[src/rtl/throttle_pkg.sv]
// Shared types and helpers for the pushbutton clock throttle.
package throttle_pkg;

  typedef enum logic [1:0] {
    RUN       = 2'd0,
    STEP_IDLE = 2'd1,
    STEP_HIGH = 2'd2
  } state_e;

  // Button slots in the debouncer instance array.
  localparam int BTN_UP   = 0;
  localparam int BTN_DN   = 1;
  localparam int BTN_STEP = 2;
  localparam int NUM_BTN  = 3;

  // Half-period in system clocks; each level down doubles it.
  function automatic int unsigned half_period(input int unsigned level,
                                              input int unsigned num_levels,
                                              input int unsigned base_half);
    return base_half << (num_levels - 1 - level);
  endfunction

endpackage

[src/rtl/pb_debounce.sv]
// Button conditioner: 2-FF synchroniser, stability counter, rising-edge pulse.
module pb_debounce #(
  parameter int unsigned DEBOUNCE_CYCLES = 500000
) (
  input  logic CLK_50,
  input  logic reset_n,
  input  logic raw,
  output logic level,
  output logic press
);

  localparam int unsigned DB_W = (DEBOUNCE_CYCLES > 1) ? $clog2(DEBOUNCE_CYCLES) : 1;
  localparam logic [DB_W-1:0] LAST = DB_W'(DEBOUNCE_CYCLES - 1);

  logic            s1_q, s2_q;
  logic            level_q, level_d;
  logic            press_q, press_d;
  logic [DB_W-1:0] cnt_q, cnt_d;

  // Counter only runs while the synchronised input disagrees with the
  // debounced value; any agreeing sample restarts the stability window.
  always_comb begin
    cnt_d   = '0;
    level_d = level_q;
    press_d = 1'b0;
    if (s2_q != level_q) begin
      if (cnt_q == LAST) begin
        level_d = s2_q;
        press_d = s2_q;
      end else begin
        cnt_d = cnt_q + 1'b1;
      end
    end
  end

  always_ff @(posedge CLK_50 or negedge reset_n) begin
    if (!reset_n) begin
      s1_q    <= 1'b0;
      s2_q    <= 1'b0;
      level_q <= 1'b0;
      press_q <= 1'b0;
      cnt_q   <= '0;
    end else begin
      s1_q    <= raw;
      s2_q    <= s1_q;
      level_q <= level_d;
      press_q <= press_d;
      cnt_q   <= cnt_d;
    end
  end

  assign level = level_q;
  assign press = press_q;

endmodule

[src/rtl/throttle_ctrl.sv]
// Pushbutton clock throttle: NUM_LEVELS binary-spaced rates, free-run or single-step.
module throttle_ctrl
  import throttle_pkg::*;
#(
  parameter  int unsigned NUM_LEVELS      = 8,
  parameter  int unsigned BASE_HALF       = 25000,
  parameter  int unsigned DEBOUNCE_CYCLES = 500000,
  parameter  int unsigned RESET_LEVEL     = 0,
  localparam int unsigned LEVEL_W         = $clog2(NUM_LEVELS)
) (
  input  logic               CLK_50,
  input  logic               reset_n,
  input  logic               pb_freq_up,
  input  logic               pb_freq_dn,
  input  logic               pb_step,
  input  logic               run_mode,
  output logic               slow_clk,
  output logic               tick,
  output logic [LEVEL_W-1:0] freq_num,
  output logic               at_max,
  output logic               at_min
);

  localparam int unsigned MAX_HALF = BASE_HALF << (NUM_LEVELS - 1);
  localparam int unsigned CNT_W    = $clog2(MAX_HALF);
  localparam logic [LEVEL_W-1:0] LVL_MAX = LEVEL_W'(NUM_LEVELS - 1);
  localparam logic [LEVEL_W-1:0] LVL_RST = LEVEL_W'(RESET_LEVEL);

  logic [NUM_BTN-1:0] btn_raw, btn_press, lvl_unused;

  assign btn_raw = {pb_step, pb_freq_dn, pb_freq_up};

  pb_debounce #(.DEBOUNCE_CYCLES(DEBOUNCE_CYCLES)) u_pb [NUM_BTN-1:0] (
    .CLK_50  (CLK_50),
    .reset_n (reset_n),
    .raw     (btn_raw),
    .level   (lvl_unused),
    .press   (btn_press)
  );

  // Sync resets to 1 so a release with run_mode high never dips into step mode.
  logic rm_s1_q, rm_s2_q;

  always_ff @(posedge CLK_50 or negedge reset_n) begin
    if (!reset_n) begin
      rm_s1_q <= 1'b1;
      rm_s2_q <= 1'b1;
    end else begin
      rm_s1_q <= run_mode;
      rm_s2_q <= rm_s1_q;
    end
  end

  state_e             state_q, state_d;
  logic [CNT_W-1:0]   cnt_q, cnt_d, half_m1;
  logic [LEVEL_W-1:0] freq_q, freq_d;
  logic               slow_q, slow_d, tick_q, tick_d;
  logic               up_p, dn_p, step_p, inc, dec, lvl_chg, cnt_wrap;

  always_comb begin
    up_p    = btn_press[BTN_UP];
    dn_p    = btn_press[BTN_DN];
    step_p  = btn_press[BTN_STEP];
    inc     = up_p & ~dn_p & (freq_q != LVL_MAX);
    dec     = dn_p & ~up_p & (freq_q != '0);
    lvl_chg = inc | dec;
    freq_d  = freq_q;
    if (inc) freq_d = freq_q + 1'b1;
    if (dec) freq_d = freq_q - 1'b1;
    half_m1  = CNT_W'(half_period(32'(freq_q), NUM_LEVELS, BASE_HALF) - 1);
    cnt_wrap = (cnt_q == half_m1);
  end

  always_comb begin
    state_d = state_q;
    cnt_d   = cnt_q;
    slow_d  = slow_q;
    tick_d  = 1'b0;
    case (state_q)
      RUN: begin
        if (!rm_s2_q) begin
          state_d = STEP_IDLE;
          cnt_d   = '0;
          slow_d  = 1'b0;
        end else if (lvl_chg) begin
          // New rate starts from a clean low phase; a high phase drops tick-free.
          cnt_d  = '0;
          slow_d = 1'b0;
        end else if (cnt_wrap) begin
          cnt_d  = '0;
          slow_d = ~slow_q;
          tick_d = ~slow_q;
        end else begin
          cnt_d = cnt_q + 1'b1;
        end
      end
      STEP_IDLE: begin
        cnt_d  = '0;
        slow_d = 1'b0;
        if (rm_s2_q) begin
          state_d = RUN;
        end else if (step_p) begin
          state_d = STEP_HIGH;
          slow_d  = 1'b1;
          tick_d  = 1'b1;
        end
      end
      STEP_HIGH: begin
        if (rm_s2_q) begin
          state_d = RUN;
          cnt_d   = '0;
          slow_d  = 1'b0;
        end else if (lvl_chg) begin
          cnt_d = '0;
        end else if (cnt_wrap) begin
          state_d = STEP_IDLE;
          cnt_d   = '0;
          slow_d  = 1'b0;
        end else begin
          cnt_d = cnt_q + 1'b1;
        end
      end
      default: begin
        state_d = RUN;
        cnt_d   = '0;
        slow_d  = 1'b0;
      end
    endcase
  end

  always_ff @(posedge CLK_50 or negedge reset_n) begin
    if (!reset_n) begin
      state_q <= RUN;
      cnt_q   <= '0;
      freq_q  <= LVL_RST;
      slow_q  <= 1'b0;
      tick_q  <= 1'b0;
    end else begin
      state_q <= state_d;
      cnt_q   <= cnt_d;
      freq_q  <= freq_d;
      slow_q  <= slow_d;
      tick_q  <= tick_d;
    end
  end

  assign slow_clk = slow_q;
  assign tick     = tick_q;
  assign freq_num = freq_q;
  assign at_max   = (freq_q == LVL_MAX);
  assign at_min   = (freq_q == '0);

endmodule

[config.mk]
export PLATFORM = sky130hd
export DESIGN_NAME = throttle_ctrl
export DESIGN_NICKNAME = d
export VERILOG_FILES = /design/src/rtl/throttle_pkg.sv /design/src/rtl/pb_debounce.sv /design/src/rtl/throttle_ctrl.sv
export SDC_FILE = /design/constraint.sdc
export NUM_CORES = 1
export LEC_CHECK = 0
export CORE_MARGIN = 2
export CORE_UTILIZATION = 25
export CTS_BUF_LIST = sky130_fd_sc_hd__clkbuf_4 sky130_fd_sc_hd__clkbuf_8
export DETAILED_ROUTE_END_ITERATION = 8
export GPL_TIMING_DRIVEN = 0
export PLACE_DENSITY = 0.41
export SYNTH_ARGS = -nofsm -noshare
export SYNTH_HDL_FRONTEND = slang
export SYNTH_SLANG_ARGS = --single-unit
[constraint.sdc]
create_clock -name CLK_50 -period 5.1 [get_ports CLK_50]
set_clock_uncertainty 0.2 [all_clocks]
set_input_delay 1.02 -clock CLK_50 [delete_from_list [all_inputs] [get_ports CLK_50]]
set_output_delay 1.02 -clock CLK_50 [all_outputs]
set_load 0.005 [all_outputs]
==> metrics.md <==
| Metric | Value |
|---|---|
| Avg WL per Cell | 12.54 um |
| Core ar. | 20230 um^2 |
| Seq/Total Area, Yosys | 48.62% |
| CTS Hold Bufs | 0 |
| CP max-delay cell | clkdlybuf4s50_1 |
| Total number of vias | 3638 |
| Die Ht | 147.6 um |
| Post-Route Utilization | 28.75% |
| IO Count | 13 |
| Final-stage net count | 575 |
| CTS resizes | 0 |
| Endpoint class of the critical path | output port |
| Outcome | completed |
| Port Buf Inserts | 12 |
| Setup WS pre-CTS | 1.607 ns |
| CP Launch Type | register |
| Mean Syn Cell Area | 9.703 um^2 |
| Synth area leader | dfrtp_1 |
| EDFF count, synth | 0 |
| Minimum clock period | between 3 and 4 ns |
| Fmax | 278.0 MHz |
| Post-Route WL | 10410 um |
| Crit-path cells | inv_1, ha_1, nor2b_1, clkdlybuf4s50_1 |
| Highest metal used | met4 |
| CTS tree | done |
| #FFs+latches synth | 100 |
| Post-synth cell types | 50 |
| DRC violations left | 0 |
| Post-DP HPWL | 7273 um |
| Async set or reset register ratio after synthesis | 100.0% |
| Initial Util | approximately a quarter |
| Initial antenna violation count | 0 |
| Vias per Instance | 4.383 |
| DR WL met3 | 251 um |
| Final slew viol count | 0 |
| PnR worst setup slack | 1.502 ns |
| TritonRoute pass-1 iters | 4 |
| Clk slew on worst S/H paths | 0.10 ns |
| CP delay by family, top | buffers and inverters |
| Fraction of layout cells with a size suffix above 1 | between 6 and 7% |
| Detail Route Antenna Nets | 0 |
| Cts bufs inserted | 9 |
| DRT met1 WL | about 5300 um |
| Vias in the first global route | ~3700 |
| Top cells by area in the synthesized netlist | dfrtp_1, xnor2_1, nor2_1 |
| H-tree Lvls | 3 |
| Final Cycle Share | 70.54% |
| Top post-synthesis cells by count | nor2_1, dfrtp_1, xnor2_1 |
| GRT Util Overall | 10.42% |
| Ys Warns | 0 |
| Met2 WL post-DR | 4722 um |
| Synth Instances | 531 |
| First-pass GRT wire length | 18380 um |
| Crit-path max cell delay | 0.57 ns |
| Setup bufs post-CTS | 0 |
| Pin count of the biggest net entering global routing | 53 |
| Worst Path Required | 3.88 ns |
| Buf/Inv on CP | 2 |
| Crit Path Max Fanout | 11 |
| Standard-cell rows | 52 |
| Die ar. | 21770 um^2 |
| Synth-to-layout area growth | 12.89% |
| Arrival time of the worst setup path | 2.38 ns |
| Gpl congestion | between 0.8 and 0.9 |
| Setup CP Type | register to output port |
| Fill cells | 2103 |
| Share of the synthesized area in the top cell type | 47.60% |
| Cell with the most instances after synthesis | nor2_1 |
| Hold Path Class | register to register |
| Worst vdd ir | about 0.10 mV |
| Sink Count | 100 |
| Final hold violation count | 0 |
| Most used flip-flop cell after synthesis | dfrtp_1 |
| Worst-Skew Late Latency | around 0.38 ns |
| RSZ-0062 raised after global routing | false |
| Tightest Pin Transition | 0.6889 ns |
| Worst slew margin | 54.07% |
| PD cells | approximately 230 nW/um^2 |
| Max-cap violations | 0 |
| Syn_nets | between 500 and 600 |
| Maximum clock path buffer count | 2 |
| Die X | 147.6 um |
| Total global routing overflow | 0 |
| Static Leakage | 0.002324 uW |
| Antenna fix cells | 0 |
| Initial DRC count | about 150 |
| Final setup fails | 0 |
| Post-Syn Area | between 5000 and 6000 um^2 |
| Root Buffer | clkbuf_8 |
[routing by layer]
| layer | GRT usage, % | up-vias |
|---|---|---|
| li1 | - | 1819 |
| met1 | 13.54 | 1774 |
| met2 | 17.02 | 35 |
| met3 | 2.840 | 10 |
| met4 | 3.029 | 0 |
| met5 | 0 | - |
[final timing paths]
kind	from	end	slack (ns)	depth (start not counted)
max	freq_num[0]$_DFFE_PN0P_	at_min	1.50	4
min	u_pb[0].s1_q$_DFF_PN0_	u_pb[0].s2_q$_DFF_PN0_	0.16	0
max reg2reg	freq_num[0]$_DFFE_PN0P_	cnt_q[14]$_DFF_PN0_	1.64	11
min reg2reg	u_pb[0].s1_q$_DFF_PN0_	u_pb[0].s2_q$_DFF_PN0_	0.16	0
max in group asynchronous	reset_n	u_pb[1].cnt_q[18]$_DFF_PN0_	3.54	2
min in group asynchronous	reset_n	freq_num[0]$_DFFE_PN0P_	0.48	1
[flip-flops by register name, summed over array words and instances (netlist names)]
name        count
u_pb.cnt_q     57
cnt_q          22
freq_num        3
u_pb.level      3
u_pb.press      3
u_pb.s1_q       3
u_pb.s2_q       3
state_q         2
rm_s1_q         1
rm_s2_q         1
slow_clk        1
tick            1
[cells in the final DEF (no fill, tap or decap), drive strengths merged, types with 3 or more instances in the layout]
cell type	count
and3	9
and4	5
mux2	3
nor2	107
ha	13
clkbuf	20
o21ai	7
or3	3
a21oi	10
or2	5
nand4	16
buf	7
inv	18
nand4b	3
nand2	35
xnor2	53
nor2b	8
clkinv	4
xor2	40
nor4	5
dfrtp	98
nor3	10
nand3	30
nand2b	4
mux2i	5
o22ai	3
clkdlybuf4s50	11
[layout make-up]
class	count	area, um^2	share of cell area, %
Inverter	17	63.81	1.097
Clock inverter	5	36.28	0.6238
Timing Repair Buffer	13	145.1	2.495
Clock buffer	11	145.1	2.495
Multi-Input combinational cell	400	2526	43.43
Tap cell	270	337.8	5.808
Sequential cell	100	2505	43.06
Buffer	14	57.56	0.9895
[power breakdown]
group | internal [uW] | leakage [uW] | switching (uW) | total [uW]
Combinational | 16.2 | 0.000861 | 35.4 | 51.5
Sequential | 803 | 0.00137 | 8.91 | 812
Clock | 199 | 0.0000971 | 294 | 492
[stage by stage]
step | total power, uW | TNS [ns] | hold slack [ns] | area [um^2] | cells
floorplan | 849.1 | 0 | 0.1312 | 5152 | 531
global placement | 878.9 | -125.22 | 0.1350 | 5610 | 813
detailed placement | 882.0 | 0 | 0.1347 | 5635 | 814
CTS | 1389 | 0 | 0.1586 | 5817 | 830
global route | 1428 | 0 | 0.1692 | 5817 | 830
finish | 1356 | 0 | 0.1566 | 5817 | 830
[cells by family after synthesis]
| logic type | synth area share (%) |
|---|---|
| fa+ha+maj | 3.546 |
| buf+inv | 2.355 |
| compound gates | 4.420 |
| flops | 48.62 |
| simple gates | 23.63 |
| xor+xnor | 15.81 |
| mux | 1.627 |
[worst register-to-register path, delay by kind of cell (launching register included)]
kind,cells,cell delay [ns]
flops,1,0.53
xor+xnor,1,0.21
simple gates,4,0.47
compound gates,2,0.73
buf+inv,2,0.59
fa+ha+maj,2,0.59
No activity file was read; power rests on OpenSTA's default activity.
